$ cat config.mk
export PLATFORM = sky130hd
export DESIGN_NAME = diag_func_seq
export DESIGN_NICKNAME = d
export VERILOG_FILES = /design/src/rtl/diag_func_seq_pkg.sv /design/src/rtl/diag_func_seq.sv
export SDC_FILE = /design/constraint.sdc
export NUM_CORES = 1
export LEC_CHECK = 0
export ABC_AREA = 0
export BUFFER_PORTS_ARGS = -buffer_cell sky130_fd_sc_hd__buf_2
export CAP_MARGIN = 10
export CORE_MARGIN = 1.5
export CORE_UTILIZATION = 48
export CTS_CLUSTER_DIAMETER = 100
export DETAILED_ROUTE_END_ITERATION = 7
export GPL_TIMING_DRIVEN = 0
export PLACE_DENSITY = 0.9
export RECOVER_POWER = 100
export SLEW_MARGIN = 0
export SYNTH_ARGS = -nofsm -noshare
export SYNTH_HDL_FRONTEND = slang
export SYNTH_SLANG_ARGS = --single-unit
$ cat constraint.sdc
create_clock -name clk -period 3.8 [get_ports clk]
set_clock_uncertainty 0.05 [all_clocks]
set_input_delay 0.57 -clock clk [delete_from_list [all_inputs] [get_ports clk]]
set_output_delay 0.57 -clock clk [all_outputs]
set_load 0.005 [all_outputs]
$ cat src/rtl/diag_func_seq_pkg.sv
// Shared ebox types and constants for the front-end diagnostic function sequencer.
// Also holds the function-class decode used by the sequencer and its benches.
package diag_func_seq_pkg;

    typedef enum logic [1:0] {
        READ,
        LOAD,
        CTL
    } diagFuncClass_t;

    typedef enum logic [2:0] {
        IDLE,
        SETUP,
        STROBE,
        HOLD,
        GAP
    } diagSeqState_t;

    localparam logic [6:0] DIAG_FUNC_LD_076 = 7'o076;
    localparam logic [6:0] DIAG_READ_BASE   = 7'o100;

    // Vector bit 6 is ds[0] (the MSB in EBUS numbering): 1xx reads, 04x-07x loads.
    function automatic diagFuncClass_t classify_func(input logic [6:0] func);
        if (func[6])
            return READ;
        else if (func[5])
            return LOAD;
        else
            return CTL;
    endfunction

    function automatic int max3(input int a, input int b, input int c);
        int m;
        m = (a > b) ? a : b;
        return (m > c) ? m : c;
    endfunction

endpackage

$ cat src/rtl/diag_func_seq.sv
// Turns single front-end diagnostic requests into a timed EBUS diagnostic cycle:
// setup, strobe and hold phases with ds/data stable around both strobe edges.
module diag_func_seq
    import diag_func_seq_pkg::*;
#(
    parameter int SETUP_CYC  = 2,
    parameter int STROBE_CYC = 4,
    parameter int HOLD_CYC   = 2
) (
    input  logic        clk,
    input  logic        reset,
    input  logic        req_valid,
    output logic        req_ready,
    input  logic [6:0]  req_func,
    input  logic [35:0] req_data,
    output logic        rsp_valid,
    output logic [35:0] rsp_data,
    output logic [6:0]  ebus_ds,
    output logic        ebus_diag_strobe,
    output logic [35:0] ebus_data_out,
    output logic        ebus_data_drive,
    input  logic [35:0] ebus_data_in,
    input  logic        abort,
    output logic        busy
);

    localparam int CNT_MAX = max3(SETUP_CYC, STROBE_CYC, HOLD_CYC);
    localparam int CNT_W   = $clog2(CNT_MAX + 1);

    localparam logic [CNT_W-1:0] SETUP_LD  = CNT_W'(SETUP_CYC);
    localparam logic [CNT_W-1:0] STROBE_LD = CNT_W'(STROBE_CYC);
    localparam logic [CNT_W-1:0] HOLD_LD   = CNT_W'(HOLD_CYC);
    localparam logic [CNT_W-1:0] CNT_ONE   = CNT_W'(1);

    if (SETUP_CYC < 1 || STROBE_CYC < 1 || HOLD_CYC < 1) begin : g_param_check
        $error("diag_func_seq: SETUP_CYC, STROBE_CYC and HOLD_CYC must all be >= 1");
    end

    diagSeqState_t  state;
    diagFuncClass_t class_q;
    logic [CNT_W-1:0] count;

    // One down-counter is shared by all timed phases; a phase ends when it reads 1.
    always_ff @(posedge clk) begin
        if (reset) begin
            state            <= IDLE;
            class_q          <= CTL;
            count            <= '0;
            req_ready        <= 1'b1;
            rsp_valid        <= 1'b0;
            rsp_data         <= '0;
            ebus_ds          <= '0;
            ebus_diag_strobe <= 1'b0;
            ebus_data_out    <= '0;
            ebus_data_drive  <= 1'b0;
            busy             <= 1'b0;
        end else begin
            rsp_valid <= 1'b0;
            rsp_data  <= '0;
            case (state)
                IDLE: begin
                    if (req_valid) begin
                        state     <= SETUP;
                        count     <= SETUP_LD;
                        class_q   <= classify_func(req_func);
                        req_ready <= 1'b0;
                        busy      <= 1'b1;
                        ebus_ds   <= req_func;
                        if (classify_func(req_func) == LOAD) begin
                            ebus_data_drive <= 1'b1;
                            ebus_data_out   <= req_data;
                        end
                    end
                end
                SETUP: begin
                    if (abort) begin
                        state <= HOLD;
                        count <= HOLD_LD;
                    end else if (count == CNT_ONE) begin
                        state            <= STROBE;
                        count            <= STROBE_LD;
                        ebus_diag_strobe <= 1'b1;
                    end else begin
                        count <= count - CNT_ONE;
                    end
                end
                STROBE: begin
                    // An aborted strobe still gets a full hold, but reports nothing.
                    if (abort) begin
                        state            <= HOLD;
                        count            <= HOLD_LD;
                        ebus_diag_strobe <= 1'b0;
                    end else if (count == CNT_ONE) begin
                        state            <= HOLD;
                        count            <= HOLD_LD;
                        ebus_diag_strobe <= 1'b0;
                        rsp_valid        <= 1'b1;
                        rsp_data         <= (class_q == READ) ? ebus_data_in : '0;
                    end else begin
                        count <= count - CNT_ONE;
                    end
                end
                HOLD: begin
                    if (count == CNT_ONE) begin
                        state           <= GAP;
                        ebus_ds         <= '0;
                        ebus_data_drive <= 1'b0;
                        ebus_data_out   <= '0;
                    end else begin
                        count <= count - CNT_ONE;
                    end
                end
                GAP: begin
                    state     <= IDLE;
                    req_ready <= 1'b1;
                    busy      <= 1'b0;
                end
                default: begin
                    state            <= IDLE;
                    req_ready        <= 1'b1;
                    busy             <= 1'b0;
                    ebus_ds          <= '0;
                    ebus_diag_strobe <= 1'b0;
                    ebus_data_out    <= '0;
                    ebus_data_drive  <= 1'b0;
                end
            endcase
        end
    end

endmodule

==> run metrics <==
clk_lat worst skew=0.34 ns; Worst Path Required=roughly 4 ns; post-route ant nets=0; GRT overflow=0; Hold Vio Cnt, Final=0; RePlAce Congestion=0.829; Max Fclk=376 MHz; layout cells sized above 1=0.306; Slew @ Worst Pin=1.29 ns; sequential share of the synthesized area=0.568; First-pass DRT Iterations=7; Die Y=85.2 um; first-pass GRT wire length=12400 um; CP Launch Type=flip-flop; vias per cell=5.08; Global Route Usage Sum=0.217; most common flop cell mapped by yosys=dfxtp_1; RSZ-0062 raised after global routing=no; Sw Share=0.240; # rows=29; post-layout util=0.650; Slew Viols, Final=0; Yosys top cell by area=dfxtp_1; min-delay worst type=in -> reg; ant diodes=0; Routed WL=approximately 8000 um; max_cap viols=0; final critical-path share of the clock period=0.699; initial DRC count=83; share of the synthesized area in the top cell type=0.568; synthesis-to-finish area growth=28.6%; EDFF count, synth=0; Crit. End Element=flip-flop; DP Wirelength=6130 um; Synth Cell Area=about 3200 um2; Die W=85.2 um; vias in the first global route=2715; Setup-failing EPs final=0; CTS tree=done; Clk pwr share=0.359; Initial Util=0.505; synth top area cells=dfxtp_1, and2_1, a22oi_1; antenna violations before repair=1; Sequential Power Share=0.547; Logic pwr share=0.094; H-Tree Depth=3; num ports=167; die area=7260 um2; Worst slew margin=0.138; worst vdd ir=0.253 mV; Root Driver=clkbuf_8; final net count=between 500 and 600; Clock Tree Buf Depth=2; FILL cells=552; Yosys reg bits=92; CP Class=reg -> reg; worst-path fanout max=10; hold_buf cts=0; Worst Path Arrival=2.87 ns; most frequent cells in the layout=buf_2, dfxtp_1, clkbuf_1, nor2_1, a22oi_1; CTS clk-pin slew, worst paths=0.09 ns; Post-CTS Resized=0; routed len/inst=14.3 um; status=finished, violations left; DRC viols=15; largest net degree at the start of global routing=16; number of setup buffers added after CTS=0; CORE AREA=6420 um2; failing checks=DRC; Async S/R FF share, synth=0; TritonCTS Buffers=9; switching power=around 0.00044 W; internal power=0.00139 W; Port Buf Inserts=165; Cell Pwr Density=439 nW/um2; commonest non-fill, non-tap cell in the layout=buf_2; number of distinct library cells after synthesis=37; via count=2880; CTS sink count=92; syn avg cell area=between 10 and 15 um2; leak pwr=approximately 1.8 nW; Ys Warns=0; setup TNS=0 ns; min Tclk post-route=roughly 2.7 ns; Cells after Synth=309; syn nets=394
-- cell families (layout without fill, tap and decap cells) --
logic type	count (synthesis)	in the layout	synth area share
AOI/OAI and AO/OA	66	66	0.160
adders and majority gates	2	2	0.00771
buffers and inverters	27	208	0.0525
DFF	92	92	0.568
and+or+nand+nor	122	122	0.212
-- critical path, cell delays in order (launching register included) --
cell,delay (ns)
dfxtp_1,0.34
inv_1,0.05
ha_1,0.23
and4b_1,0.22
clkbuf_1,0.14
o32ai_1,1.08
buf_6,0.26
a22oi_1,0.09
nor2_1,0.12
-- layout make-up --
cell class                      count  area, um2  area share
Buffer                             20        111      0.0267
Multi-Input combinational cell    190       1130       0.270
Inverter                            7       26.3     0.00630
Sequential cell                    92       1840       0.441
Tap cell                           77       96.3      0.0231
Clock buffer                       11        141      0.0339
Clock inverter                      5       60.1      0.0144
Timing Repair Buffer              165        768       0.184
-- layer usage --
metal  part of all wire  up-vias  GRT usage
met5             0.0012        -          0
met4             0.0094        2     0.0715
li1                   -     1410          -
met2               0.50      125      0.384
met1               0.39     1333      0.253
met3              0.092       10     0.0632
-- Yosys cell counts, types with 2 or more instances --
master    number
nor2b_1        2
a22oi_2        9
nand3_1        8
nor3_1         4
nand2_1       10
o21ai_0        4
nor2_1        38
inv_1          7
or3_1          2
a22oi_1       28
a22o_1         2
clkbuf_1       7
a211oi_1       2
nand2b_1       4
a21oi_1       15
nor2_2         7
buf_2          4
dfxtp_1       92
ha_1           2
buf_6          8
and2_1        37
a311oi_1       2
-- path summary, 6_finish.rpt --
check / start / to / slack (ns) / depth (start not counted)
max reg2reg: count[1]$_SDFFE_PP0P_ / ebus_data_out[13]$_SDFFE_PP0P_ / 1.14 / 8
max: count[1]$_SDFFE_PP0P_ / ebus_data_out[13]$_SDFFE_PP0P_ / 1.14 / 8
min: ebus_data_in[6] / rsp_data[6]$_SDFF_PP0_ / 0.38 / 2
min reg2reg: ebus_ds[2]$_SDFFE_PP0P_ / ebus_ds[2]$_SDFFE_PP0P_ / 0.40 / 2
-- metrics by stage --
step                      worst slack (ns)  cell area [um2]  hold WS [ns]  total power (W)  cells
after floorplan                       1.99             3240         0.396          0.00113    309
after global placement                1.70             4170         0.386          0.00120    551
after detailed placement              1.67             4170         0.394          0.00121    551
after CTS                             1.76             4370         0.360          0.00186    567
after global routing                 0.865             4170         0.353          0.00192    567
final                                 1.14             4170         0.375          0.00183    567
-- power by group through the flow --
stage          clock [W]  combinational (W)  sequential (W)
4_1_cts         0.000672           0.000187         0.00100
6_report        0.000657           0.000173         0.00100
2_1_floorplan          0           0.000101         0.00102
5_1_grt         0.000719           0.000192         0.00100
3_5_place_dp           0           0.000186         0.00102
3_3_place_gp           0           0.000180         0.00102
-- state kept, by name (all words and copies together), names as in the netlist --
register,cells
ebus_data_out,36
rsp_data,36
ebus_ds,7
count,3
state,3
class_q,2
busy,1
ebus_data_drive,1
ebus_diag_strobe,1
req_ready,1
rsp_valid,1
Note: power is estimated with default switching activity, not from simulation.
